**src/rtl/obstacle_map_arbiter_if.sv**
```systemverilog
// Map-ROM arbiter bus: display and physics read ports, flush, ROM side.
// slave = arbiter view, master = requester/ROM view.
interface obstacle_map_arbiter_if #(
  parameter int AW = 10,
  parameter int DW = 8
);
  logic          flush;

  logic          disp_req;
  logic [AW-1:0] disp_addr;
  logic          disp_gnt;
  logic          disp_valid;
  logic [DW-1:0] disp_data;

  logic          phy_req;
  logic [AW-1:0] phy_addr;
  logic          phy_gnt;
  logic          phy_valid;
  logic [DW-1:0] phy_data;

  logic          rom_en;
  logic [AW-1:0] rom_addr;
  logic [DW-1:0] rom_data;

  modport slave (
    input  flush,
    input  disp_req,
    input  disp_addr,
    output disp_gnt,
    output disp_valid,
    output disp_data,
    input  phy_req,
    input  phy_addr,
    output phy_gnt,
    output phy_valid,
    output phy_data,
    output rom_en,
    output rom_addr,
    input  rom_data
  );

  modport master (
    output flush,
    output disp_req,
    output disp_addr,
    input  disp_gnt,
    input  disp_valid,
    input  disp_data,
    output phy_req,
    output phy_addr,
    input  phy_gnt,
    input  phy_valid,
    input  phy_data,
    input  rom_en,
    input  rom_addr,
    output rom_data
  );
endinterface

```
**src/rtl/obstacle_map_arbiter.sv**
```systemverilog
// Shares the obstacle-map ROM between display (priority) and physics
// (starvation-protected). Ports: sys_clk, sys_rst (sync, active-high),
// bus (slave modport: req/addr/gnt/valid/data per requester, flush,
// rom_en/rom_addr/rom_data). Optional OBSTACLE_ARB_STATS_EN adds
// stat_forced_cnt, a saturating count of forced physics grants.
module obstacle_map_arbiter #(
  parameter int MAP_ADDR_WIDTH = 10,
  parameter int MAP_DATA_WIDTH = 8,
  parameter int STARVE_LIMIT   = 4
) (
  input  logic sys_clk,
  input  logic sys_rst,
  obstacle_map_arbiter_if.slave bus
`ifdef OBSTACLE_ARB_STATS_EN
  ,
  output logic [15:0] stat_forced_cnt
`endif
);

  localparam logic [3:0] LIMIT = 4'(STARVE_LIMIT);

  typedef enum logic {
    NORMAL    = 1'b0,
    FORCE_PHY = 1'b1
  } state_e;

  // owner: 0 = display, 1 = physics
  typedef struct packed {
    logic valid;
    logic owner;
  } tag_t;

  state_e state_q, state_d;
  logic [3:0] starve_cnt_q, starve_cnt_d;

  logic disp_gnt;
  logic phy_gnt;
  logic any_gnt;

  tag_t tag0_q, tag0_d;
  tag_t tag1_q;

  logic                      rom_en_q;
  logic [MAP_ADDR_WIDTH-1:0] rom_addr_q, rom_addr_d;

  logic                      disp_valid_q, disp_valid_d;
  logic                      phy_valid_q, phy_valid_d;
  logic [MAP_DATA_WIDTH-1:0] disp_data_q;
  logic [MAP_DATA_WIDTH-1:0] phy_data_q;

  // Arbitration, starvation count and FSM next state.
  always_comb begin
    disp_gnt     = 1'b0;
    phy_gnt      = 1'b0;
    state_d      = state_q;
    starve_cnt_d = starve_cnt_q;

    if (!sys_rst) begin
      unique case (state_q)
        NORMAL: begin
          disp_gnt = bus.disp_req;
          phy_gnt  = bus.phy_req & ~bus.disp_req;
        end
        FORCE_PHY: begin
          phy_gnt  = bus.phy_req;
        end
      endcase
    end

    if (bus.flush || !bus.phy_req || phy_gnt) begin
      starve_cnt_d = 4'd0;
    end else if (starve_cnt_q != LIMIT) begin
      starve_cnt_d = starve_cnt_q + 4'd1;
    end

    // The forced cycle is the one in which the registered count
    // sits at the limit, so the decision is taken on the value
    // being loaded into the count register.
    unique case (state_q)
      NORMAL: begin
        if (starve_cnt_d == LIMIT) begin
          state_d = FORCE_PHY;
        end
      end
      FORCE_PHY: begin
        state_d = NORMAL;
      end
    endcase

    if (bus.flush) begin
      state_d = NORMAL;
    end
  end

  assign any_gnt = disp_gnt | phy_gnt;

  // Issue stage: reads granted during flush still go to the ROM,
  // but their tag is dropped so no result is returned.
  always_comb begin
    tag0_d.valid = any_gnt & ~bus.flush;
    tag0_d.owner = phy_gnt;
    rom_addr_d   = rom_addr_q;
    if (phy_gnt) begin
      rom_addr_d = bus.phy_addr;
    end else if (disp_gnt) begin
      rom_addr_d = bus.disp_addr;
    end
  end

  // Return stage: a flush also kills the read whose data is on the
  // ROM bus this cycle.
  always_comb begin
    disp_valid_d = tag1_q.valid & ~tag1_q.owner & ~bus.flush;
    phy_valid_d  = tag1_q.valid &  tag1_q.owner & ~bus.flush;
  end

  always_ff @(posedge sys_clk) begin
    if (sys_rst) begin
      state_q      <= NORMAL;
      starve_cnt_q <= 4'd0;
      tag0_q       <= '0;
      tag1_q       <= '0;
      rom_en_q     <= 1'b0;
      rom_addr_q   <= '0;
      disp_valid_q <= 1'b0;
      phy_valid_q  <= 1'b0;
      disp_data_q  <= '0;
      phy_data_q   <= '0;
    end else begin
      state_q      <= state_d;
      starve_cnt_q <= starve_cnt_d;
      tag0_q       <= tag0_d;
      tag1_q       <= bus.flush ? '0 : tag0_q;
      rom_en_q     <= any_gnt;
      rom_addr_q   <= rom_addr_d;
      disp_valid_q <= disp_valid_d;
      phy_valid_q  <= phy_valid_d;
      if (disp_valid_d) begin
        disp_data_q <= bus.rom_data;
      end
      if (phy_valid_d) begin
        phy_data_q <= bus.rom_data;
      end
    end
  end

  assign bus.disp_gnt   = disp_gnt;
  assign bus.phy_gnt    = phy_gnt;
  assign bus.rom_en     = rom_en_q;
  assign bus.rom_addr   = rom_addr_q;
  assign bus.disp_valid = disp_valid_q;
  assign bus.disp_data  = disp_data_q;
  assign bus.phy_valid  = phy_valid_q;
  assign bus.phy_data   = phy_data_q;

`ifdef OBSTACLE_ARB_STATS_EN
  logic [15:0] stat_q;

  // Survives flush; only reset clears it.
  always_ff @(posedge sys_clk) begin
    if (sys_rst) begin
      stat_q <= '0;
    end else if (state_q == FORCE_PHY && phy_gnt &&
                 stat_q != 16'hFFFF) begin
      stat_q <= stat_q + 16'd1;
    end
  end

  assign stat_forced_cnt = stat_q;
`endif

endmodule

```
**src/flat_wrapper.sv**
```systemverilog
// flat-port wrapper written by rule: the top's interface ports become plain ports
module obstacle_map_arbiter_flat 
#(
  parameter int MAP_ADDR_WIDTH = 10,
  parameter int MAP_DATA_WIDTH = 8,
  parameter int STARVE_LIMIT   = 4
)
  (sys_clk, sys_rst, bus_flush, bus_disp_req, bus_disp_addr, bus_disp_gnt, bus_disp_valid, bus_disp_data, bus_phy_req, bus_phy_addr, bus_phy_gnt, bus_phy_valid, bus_phy_data, bus_rom_en, bus_rom_addr, bus_rom_data);
  obstacle_map_arbiter_if #(.AW((10)), .DW((8))) bus_i ();
  input  logic sys_clk;
  input  logic sys_rst;
  input wire logic [$bits(bus_i.flush)-1:0] bus_flush;
  input wire logic [$bits(bus_i.disp_req)-1:0] bus_disp_req;
  input wire logic [$bits(bus_i.disp_addr)-1:0] bus_disp_addr;
  output wire logic [$bits(bus_i.disp_gnt)-1:0] bus_disp_gnt;
  output wire logic [$bits(bus_i.disp_valid)-1:0] bus_disp_valid;
  output wire logic [$bits(bus_i.disp_data)-1:0] bus_disp_data;
  input wire logic [$bits(bus_i.phy_req)-1:0] bus_phy_req;
  input wire logic [$bits(bus_i.phy_addr)-1:0] bus_phy_addr;
  output wire logic [$bits(bus_i.phy_gnt)-1:0] bus_phy_gnt;
  output wire logic [$bits(bus_i.phy_valid)-1:0] bus_phy_valid;
  output wire logic [$bits(bus_i.phy_data)-1:0] bus_phy_data;
  output wire logic [$bits(bus_i.rom_en)-1:0] bus_rom_en;
  output wire logic [$bits(bus_i.rom_addr)-1:0] bus_rom_addr;
  input wire logic [$bits(bus_i.rom_data)-1:0] bus_rom_data;
  assign bus_i.flush = bus_flush;
  assign bus_i.disp_req = bus_disp_req;
  assign bus_i.disp_addr = bus_disp_addr;
  assign bus_disp_gnt = bus_i.disp_gnt;
  assign bus_disp_valid = bus_i.disp_valid;
  assign bus_disp_data = bus_i.disp_data;
  assign bus_i.phy_req = bus_phy_req;
  assign bus_i.phy_addr = bus_phy_addr;
  assign bus_phy_gnt = bus_i.phy_gnt;
  assign bus_phy_valid = bus_i.phy_valid;
  assign bus_phy_data = bus_i.phy_data;
  assign bus_rom_en = bus_i.rom_en;
  assign bus_rom_addr = bus_i.rom_addr;
  assign bus_i.rom_data = bus_rom_data;
  obstacle_map_arbiter #(.MAP_ADDR_WIDTH(MAP_ADDR_WIDTH), .MAP_DATA_WIDTH(MAP_DATA_WIDTH), .STARVE_LIMIT(STARVE_LIMIT)) u_core (.sys_clk(sys_clk), .sys_rst(sys_rst), .bus(bus_i));
endmodule
```
**config.mk**
```make
export PLATFORM = sky130hd
export DESIGN_NAME = obstacle_map_arbiter_flat
export DESIGN_NICKNAME = d
export VERILOG_FILES = /design/src/rtl/obstacle_map_arbiter_if.sv /design/src/rtl/obstacle_map_arbiter.sv /design/src/flat_wrapper.sv
export SDC_FILE = /design/constraint.sdc
export NUM_CORES = 1
export LEC_CHECK = 0
export CAP_MARGIN = 10
export CELL_PAD_IN_SITES_DETAIL_PLACEMENT = 0
export CELL_PAD_IN_SITES_GLOBAL_PLACEMENT = 1
export CORE_MARGIN = 10
export CORE_UTILIZATION = 27
export DETAILED_ROUTE_END_ITERATION = 8
export PLACE_DENSITY_LB_ADDON = 0.1
export SLEW_MARGIN = 10
export SYNTH_ARGS = -nofsm -noshare
export SYNTH_HDL_FRONTEND = slang
export SYNTH_SLANG_ARGS = --single-unit
```
**constraint.sdc**
```tcl
create_clock -name sys_clk -period 1.3 [get_ports sys_clk]
set_input_delay 0.325 -clock sys_clk [delete_from_list [all_inputs] [get_ports sys_clk]]
set_output_delay 0.325 -clock sys_clk [all_outputs]
set_load 0.02 [all_outputs]
```
## After elaboration in Yosys (flattened, before gate mapping)

Index checks and enable logic that the tools add are counted.

- Flip-flop bits (word level): 38
- Word-level logic and storage cells: 41
- Input port bits: 33

- Eq/ne operators: 2
- Add/subtract/negate cells: 1
- Reduce and logical (&&, ||, !) cells: 5
- Muxes and demuxes: 10
- Bitwise gates (word level): 11

Operators with widths:

| operator | count |
|---|---|
| 2-to-1 mux 10 bit | 2 |
| 2-to-1 mux 4 bit | 2 |
| AND 1 bit | 6 |
| adder 4 x 1 -> 4 bit, second input constant | 1 |
| == test 4 x 3 -> 1 bit, second input constant | 1 |
| 2-to-1 mux 1 bit | 4 |
| != test 4 x 3 -> 1 bit, second input constant | 1 |
| NOT 1 bit | 4 |
| one-hot mux 1 bit (2 select lines) | 2 |
| logical OR 1 bit | 2 |
| nonzero test 2 bit | 1 |
| OR reduction 2 bit | 1 |
| zero test 1 bit | 1 |
| bitwise OR 1 bit | 1 |

## Depth between registers and ports, before layout

Gate-level depths: netlist (run 1).

- Depth after elaboration: 9
- Gate-level depth with buffers: 5

## Worst setup path after synthesis (run 1)

No wires, ideal clock.

- Path kind: input port to output port
- Start point: in sys_rst
- End point: out bus_phy_gnt
- Arrival: 1.136 ns
- Cell stages on the path: 4
- Setup slack: -0.161 ns
- Path buffers: 2
- Path through: buf_6 > nor2b_1 > clkbuf_1 > and2_1

- Word-level cells in the longest chain between the ends: 1

Ends and longest elaborated chain:

| what | RTL line | RTL |
|---|---|---|
| start: declaration | flat_wrapper.sv:11 | `input logic sys_rst;` |
| 2-to-1 mux 1 bit | obstacle_map_arbiter.sv:58 | `if (!sys_rst) begin` |
| end: declaration | flat_wrapper.sv:20 | `output wire logic [$bits(bus_i.phy_gnt)-1:0] bus_phy_gnt;` |

Every way passes these cells.

## Worst setup path in the final report (run 1)

- Start point: reg u_core.state_q
- End point: out bus_phy_gnt

- Word-level cells in the longest chain between the ends: 3

Ends and longest elaborated chain:

| what | RTL line | RTL |
|---|---|---|
| start: declaration | obstacle_map_arbiter.sv:33 | `state_e state_q, state_d;` |
| start signal: assignment | obstacle_map_arbiter.sv:130 | `state_q <= state_d;` |
| NOT 1 bit | obstacle_map_arbiter.sv:59 | `unique case (state_q)` |
| one-hot mux 1 bit (2 select lines) * | obstacle_map_arbiter.sv:59 |  |
| 2-to-1 mux 1 bit * | obstacle_map_arbiter.sv:58 |  |

Every way passes the cells marked *; elsewhere a longest branch is shown, timed or not.

==> results of run 1 <==
-- through the flow --
step,hold WS (ps),cells
final,411,296
after global routing,421,296
after CTS,451,295
after detailed placement,443,287
after global placement,437,287
after floorplan,401,148
-- area by class of cell --
type	count	area, sq um
tap	70	87.6
sequential	38	767
timing repair buffer	79	682
inverter	4	15.0
clock inverter	1	5.00
multi-input combinational	97	729
clock buffer	7	86.3
fill	491	2800
-- kinds of logic (layout without fill, tap and decap cells) --
family,after synthesis,count (layout),share of synthesized area (%)
fa+ha+maj,2,2,1.72
buf+inv,13,91,4.12
simple gates,64,64,22.6
flops,38,38,52.2
compound gates,14,14,7.72
mux,17,17,11.7
-- metal layers --
layer | vias up | share of wire [%]
met5 | - | 0.31
met4 | 2 | 1.2
met3 | 7 | 9.3
met2 | 39 | 49
met1 | 605 | 40
li1 | 672 | -
-- power by group --
group / internal [mW] / switching (mW)
clock: 0.428 / 0.389
combinational: 0.169 / 0.147
sequential: 1.19 / 0.0153
total: 1.79 / 0.551
-- flip-flops by register name, indices dropped and copies added (netlist names) --
name                   flops
u_core.bus.disp_valid      1
u_core.bus.disp_data       8
u_core.bus.rom_addr       10
u_core.bus.rom_en          1
u_core.bus.phy_valid       1
u_core.state_q             1
u_core.bus.phy_data        8
u_core.tag1_q              2
u_core.starve_cnt_q        4
u_core.tag0_q              2
-- cell usage after synthesis, drive strengths merged --
master / n
and4: 1
o21ai: 1
ha: 2
nand3b: 2
a21oi: 1
and2: 2
or3: 1
a32oi: 10
and4bb: 1
nand2: 11
inv: 4
buf: 4
nor2b: 3
nor3b: 4
dfxtp: 38
a31oi: 1
a311oi: 1
mux2i: 17
clkbuf: 5
nand2b: 1
nand3: 11
nor4: 1
nor2: 23
nor3: 3
-- what timing repair did --
item / in CTS / in global routing
pin swaps: 4 / 3
hold buffers: 0 / 0
setup endpoints to repair: 37 / 39
gates resized for setup: 64 / 48
setup buffers: 0 / 2
-- worst max-delay path, delay by kind of cell, from the launching register on --
kind / cells / cell delay (ps)
flops: 1 / 360
simple gates: 2 / 270
buf+inv: 1 / 120
-- worst paths after layout --
| path | slack (ps) | cells after the start | endpoint | start |
|---|---|---|---|---|
| worst max-delay path | -60 | 3 | bus_phy_gnt | u_core.state_q |
| worst min-delay path | 410 | 3 | u_core.tag1_q[0] | bus_flush |
| worst max register to register | 10 | 4 | u_core.state_q | u_core.state_q |
| worst min register to register | 450 | 2 | u_core.bus.rom_addr[6] | u_core.bus.rom_addr[6] |
-- cells in the final DEF, fill, tap and decap left out, drive strengths merged --
cell / count
a21oi: 1
a32oi: 10
nand3b: 2
nand3: 11
clkbuf: 25
mux2i: 17
dlygate4sd2: 2
nand2: 11
nor2b: 3
o21ai: 1
ha: 2
dlymetal6s2s: 2
and4: 1
and4bb: 1
dfxtp: 38
and2: 2
nor3b: 4
inv: 4
clkdlybuf4s50: 28
clkdlybuf4s15: 11
nand2b: 1
or3: 1
a31oi: 1
clkinv: 1
nor3: 3
nor4: 1
nor2: 23
buf: 18
a311oi: 1
==> out/results.txt, run 1 <==
Top Ports - 64
Critical Path AT - 1040 ps
Slew Viols, Final - 0
average footprint of a synthesized cell - 9.85 sq um
DIE WIDTH - 93.5 um
Crit path required time - 980 ps
Critical Path End Type - output port
clk buf depth - 2
number of global-route vias before repair - 1398
row count - 26
Clock Root Buffer - clkbuf_8
initial antenna violation count - 1
Final #Nets - 260
startpoint types - flip-flop
met2 usage - 16.2%
vias - 1325
Reg clk slew, reported paths - 70 ps
CP max stage cell - dfxtp_4
placed cell areas - 0.00226 sq mm
DRT Wirelength - 4.25 mm
leak pwr - 1.05 nW
Clk Latency, worst-skew pair - 280 ps
CTS Sinks - 38
CTS buffer count - 5
Post-Layout Inst Area - 0.00237 sq mm
met1 usage - 10.9%
final core occ - 45.9%
CP Class - flip-flop to output port
Via density - 4.48
gpl congestion - 0.796
DR pass1 iterations - 4
CP peak stage delay - 360 ps
starting density of the core - 28.2%
grt ovf - 0
first-pass GRT wire length - 6.98 mm
PnR worst setup slack - -60.0 ps
VDD IR max - 0.000443 V
Tightest Pin Transition - 309 ps
CP max FO - 3
Area Growth Syn to Fin - 62.7%
Synth area leaders - dfxtp_1 52%, mux2i_1 12%, a32oi_1 6.0%, nor2_1 5.9%, nand3_1 3.8%
leading area contributor after synthesis - dfxtp_1
Fin. Hold Viols - 0
minimum clock period - 1360 ps
HPWL after DPL - 3.30 mm
htree depth - 2
Power Total - 2.34 mW
share of cells above drive strength 1 - 27.0%
fmax - 0.735 GHz
cells along the critical path - nand2b_4, and2_4, buf_6
Starting DRT DRC Count - 22
class of the worst hold path - input port to flip-flop
CTS tree - yes
failing checks - setup timing
Seq/Total Area, Yosys - 52.2%
Final period util - 105%
Synth Cell Area - 0.00146 sq mm
DR WL/cell - 14.3 um
Yosys warnings - 0
pwr/cell area - 988 mW/mm^2
pin count of the biggest net entering global routing - 23
# port buffers - 63
setup tns final - -92.3 ps
Max Clock Skew - 5.69 ps
outcome - complete, but fails checks
RSZ-0062 raised after global routing - yes
die extent in y - 93.5 um
post-synth top area share - 52.2%
Cells after Synth - 148
total track usage - 10.0%
relative slew slack - 79.4%
Mapped Nets - 183
Post-Place Worst Slack - -841 ps
Post-DRT Antenna Nets - 0
DRC viols - 0
max_cap viols - 0
Setup violations, final - 2
post-synthesis cell type count - 27
busiest grt layer - met2
M3 GR Usage - 5.28%
die area - 0.00874 sq mm
# diodes - 0
area of the core - 0.00517 sq mm
#FFs+latches synth - 38
No activity file was read; power rests on OpenSTA's default activity.
==> run 2: changes to the inputs <==
--- a/config.mk
+++ b/config.mk
@@ -10,9 +10,10 @@
 export CELL_PAD_IN_SITES_GLOBAL_PLACEMENT = 1
 export CORE_MARGIN = 10
 export CORE_UTILIZATION = 27
+export CTS_BUF_LIST = sky130_fd_sc_hd__clkbuf_4 sky130_fd_sc_hd__clkbuf_8 sky130_fd_sc_hd__clkbuf_16
 export DETAILED_ROUTE_END_ITERATION = 8
 export PLACE_DENSITY_LB_ADDON = 0.1
-export SLEW_MARGIN = 10
+export SLEW_MARGIN = 5
 export SYNTH_ARGS = -nofsm -noshare
 export SYNTH_HDL_FRONTEND = slang
 export SYNTH_SLANG_ARGS = --single-unit
==> out/results.txt, run 2 (synthesis results as in run 1) <==
Critical Path AT - 1040 ps (about the same)
first-pass GRT wire length - 6.98 mm (unchanged)
path depth of the worst reg2reg path - 4 (unchanged)
Slew Viols, Final - 0 (unchanged)
DR pass1 iterations - 4 (unchanged)
fin cells - 296 (unchanged)
CTS hold repair buffers - 0 (unchanged)
Clk Latency, worst-skew pair - 280 ps (about the same)
area of the core - 0.00517 sq mm (unchanged)
Area Growth Syn to Fin - 63.0%
vias - 1325 (unchanged)
Top Ports - 64 (unchanged)
Power Total - 2.36 mW (+0.90%)
RSZ-0062 raised after global routing - yes
fmax - 0.735 GHz (unchanged)
DIE WIDTH - 93.5 um (unchanged)
pin count of the biggest net entering global routing - 23 (unchanged)
minimum clock period - 1360 ps (unchanged)
Reg clk slew, reported paths - 70 ps (about the same)
startpoint types - flip-flop
Starting DRT DRC Count - 22 (unchanged)
starting density of the core - 28.2% (unchanged)
commonest non-fill, non-tap cell in the layout - dfxtp_1
die extent in y - 93.5 um (unchanged)
total track usage - 10.0% (unchanged)
die area - 0.00874 sq mm (unchanged)
max_cap viols - 0 (unchanged)
gpl congestion - 0.796 (unchanged)
relative slew slack - 79.4% (unchanged)
Tightest Pin Transition - 309 ps (unchanged)
number of global-route vias before repair - 1398 (unchanged)
leak pwr - 1.05 nW (+0.33%)
DRC viols - 0 (unchanged)
initial antenna violation count - 1 (unchanged)
class of the worst hold path - input port to flip-flop
HPWL after DPL - 3.30 mm (unchanged)
CP Class - flip-flop to output port
Fin. Hold Viols - 0 (unchanged)
DR WL/cell - 14.3 um (unchanged)
row count - 26 (unchanged)
worst hold stages - 3 (unchanged)
# diodes - 0 (unchanged)
CTS tree - yes
CP max stage cell - dfxtp_4
final hold slack - 411 ps (unchanged)
setup tns final - -92.3 ps (unchanged)
Max Clock Skew - 5.54 ps (-0.153 ps)
DRT Wirelength - 4.25 mm (unchanged)
PnR worst setup slack - -60.0 ps (unchanged)
max reg flops - 10 (unchanged)
htree depth - 2 (unchanged)
leading cell types in the layout, fill and taps excluded - 35 x dfxtp_1, 28 x clkdlybuf4s50_1, 23 x nor2_1
Post-DRT Antenna Nets - 0 (unchanged)
CP max FO - 3 (unchanged)
outcome - complete, but fails checks
Clock Root Buffer - clkbuf_8
Placed Cells - 287 (unchanged)
CTS buffer count - 5 (unchanged)
Setup violations, final - 2 (unchanged)
Via density - 4.48 (unchanged)
final core occ - 45.9% (+0.073 points)
# port buffers - 63 (unchanged)
Crit path required time - 980 ps (about the same)
grt ovf - 0 (unchanged)
failing checks - setup timing
Critical Path End Type - output port
Final period util - 105% (unchanged)
VDD IR max - 0.000443 V (unchanged)
cells along the critical path - nand2b_4, and2_4, buf_6
Final #Nets - 260 (unchanged)
pwr/cell area - 995 mW/mm^2 (+0.74%)
CTS Sinks - 38 (unchanged)
clk buf depth - 2 (unchanged)
share of cells above drive strength 1 - 27.4% (+0.44 points)
CP peak stage delay - 360 ps (about the same)
## run 2: cell counts in the layout (fill, tap and decap cells not counted)
Identical to the previous run, type by type.
## run 2: per-layer routing
layer  global-route usage (%)  vias to the layer above  wire length, um
met5                        0                        -               13
met2                     16.2                       39             2090
li1                         -                      672                -
met3                     5.28                        7              393
met4                     3.47                        2               50
met1                     10.9                      605             1700
## run 2: repair_timing
item / CTS / global route
setup buffers: 0 / 2
pin swaps: 4 / 3
endpoints found under the setup margin: 37 / 39
gates resized for setup: 64 / 48
endpoints found under the hold margin: 0 / 0
## run 2: final timing paths
| kind | from | end | slack [ps] |
|---|---|---|---|
| worst min register to register | u_core.bus.rom_addr[6] | u_core.bus.rom_addr[6] | 450 |
| worst min-delay path | bus_flush | u_core.tag1_q[0] | 410 |
| worst max register to register | u_core.state_q | u_core.state_q | 10 |
| worst max-delay path | u_core.state_q | bus_phy_gnt | -60 |
## run 2: power by group
group	switching (mW)	internal [mW]	total, mW
combinational	0.147	0.169	0.316
clock	0.390	0.448	0.838
sequential	0.0153	1.19	1.21
total	0.552	1.81	2.36
## run 2: critical path: cells and delay by family, from the launching register on
| kind | cells | cell delay [ps] |
|---|---|---|
| buffers and inverters | 1 | 120 |
| DFF | 1 | 360 |
| and+or+nand+nor | 2 | 270 |
## run 2: layout make-up
cell class	instances	area (sq um)
flip-flops and latches	38	767
inverters	4	15.0
multi-input cells	97	729
clock inverters	1	5.00
repair buffers	79	682
clock buffers	7	90.1
fillers	491	2800
well taps	70	87.6
## run 2: metrics by stage
stage | area, sq um | setup slack (ps)
6_report | 2380 | -60.0
5_1_grt | 2380 | -99.7
4_1_cts | 2380 | -270
3_5_place_dp | 2260 | -841
3_3_place_gp | 2260 | -815
2_1_floorplan | 1470 | 3.44
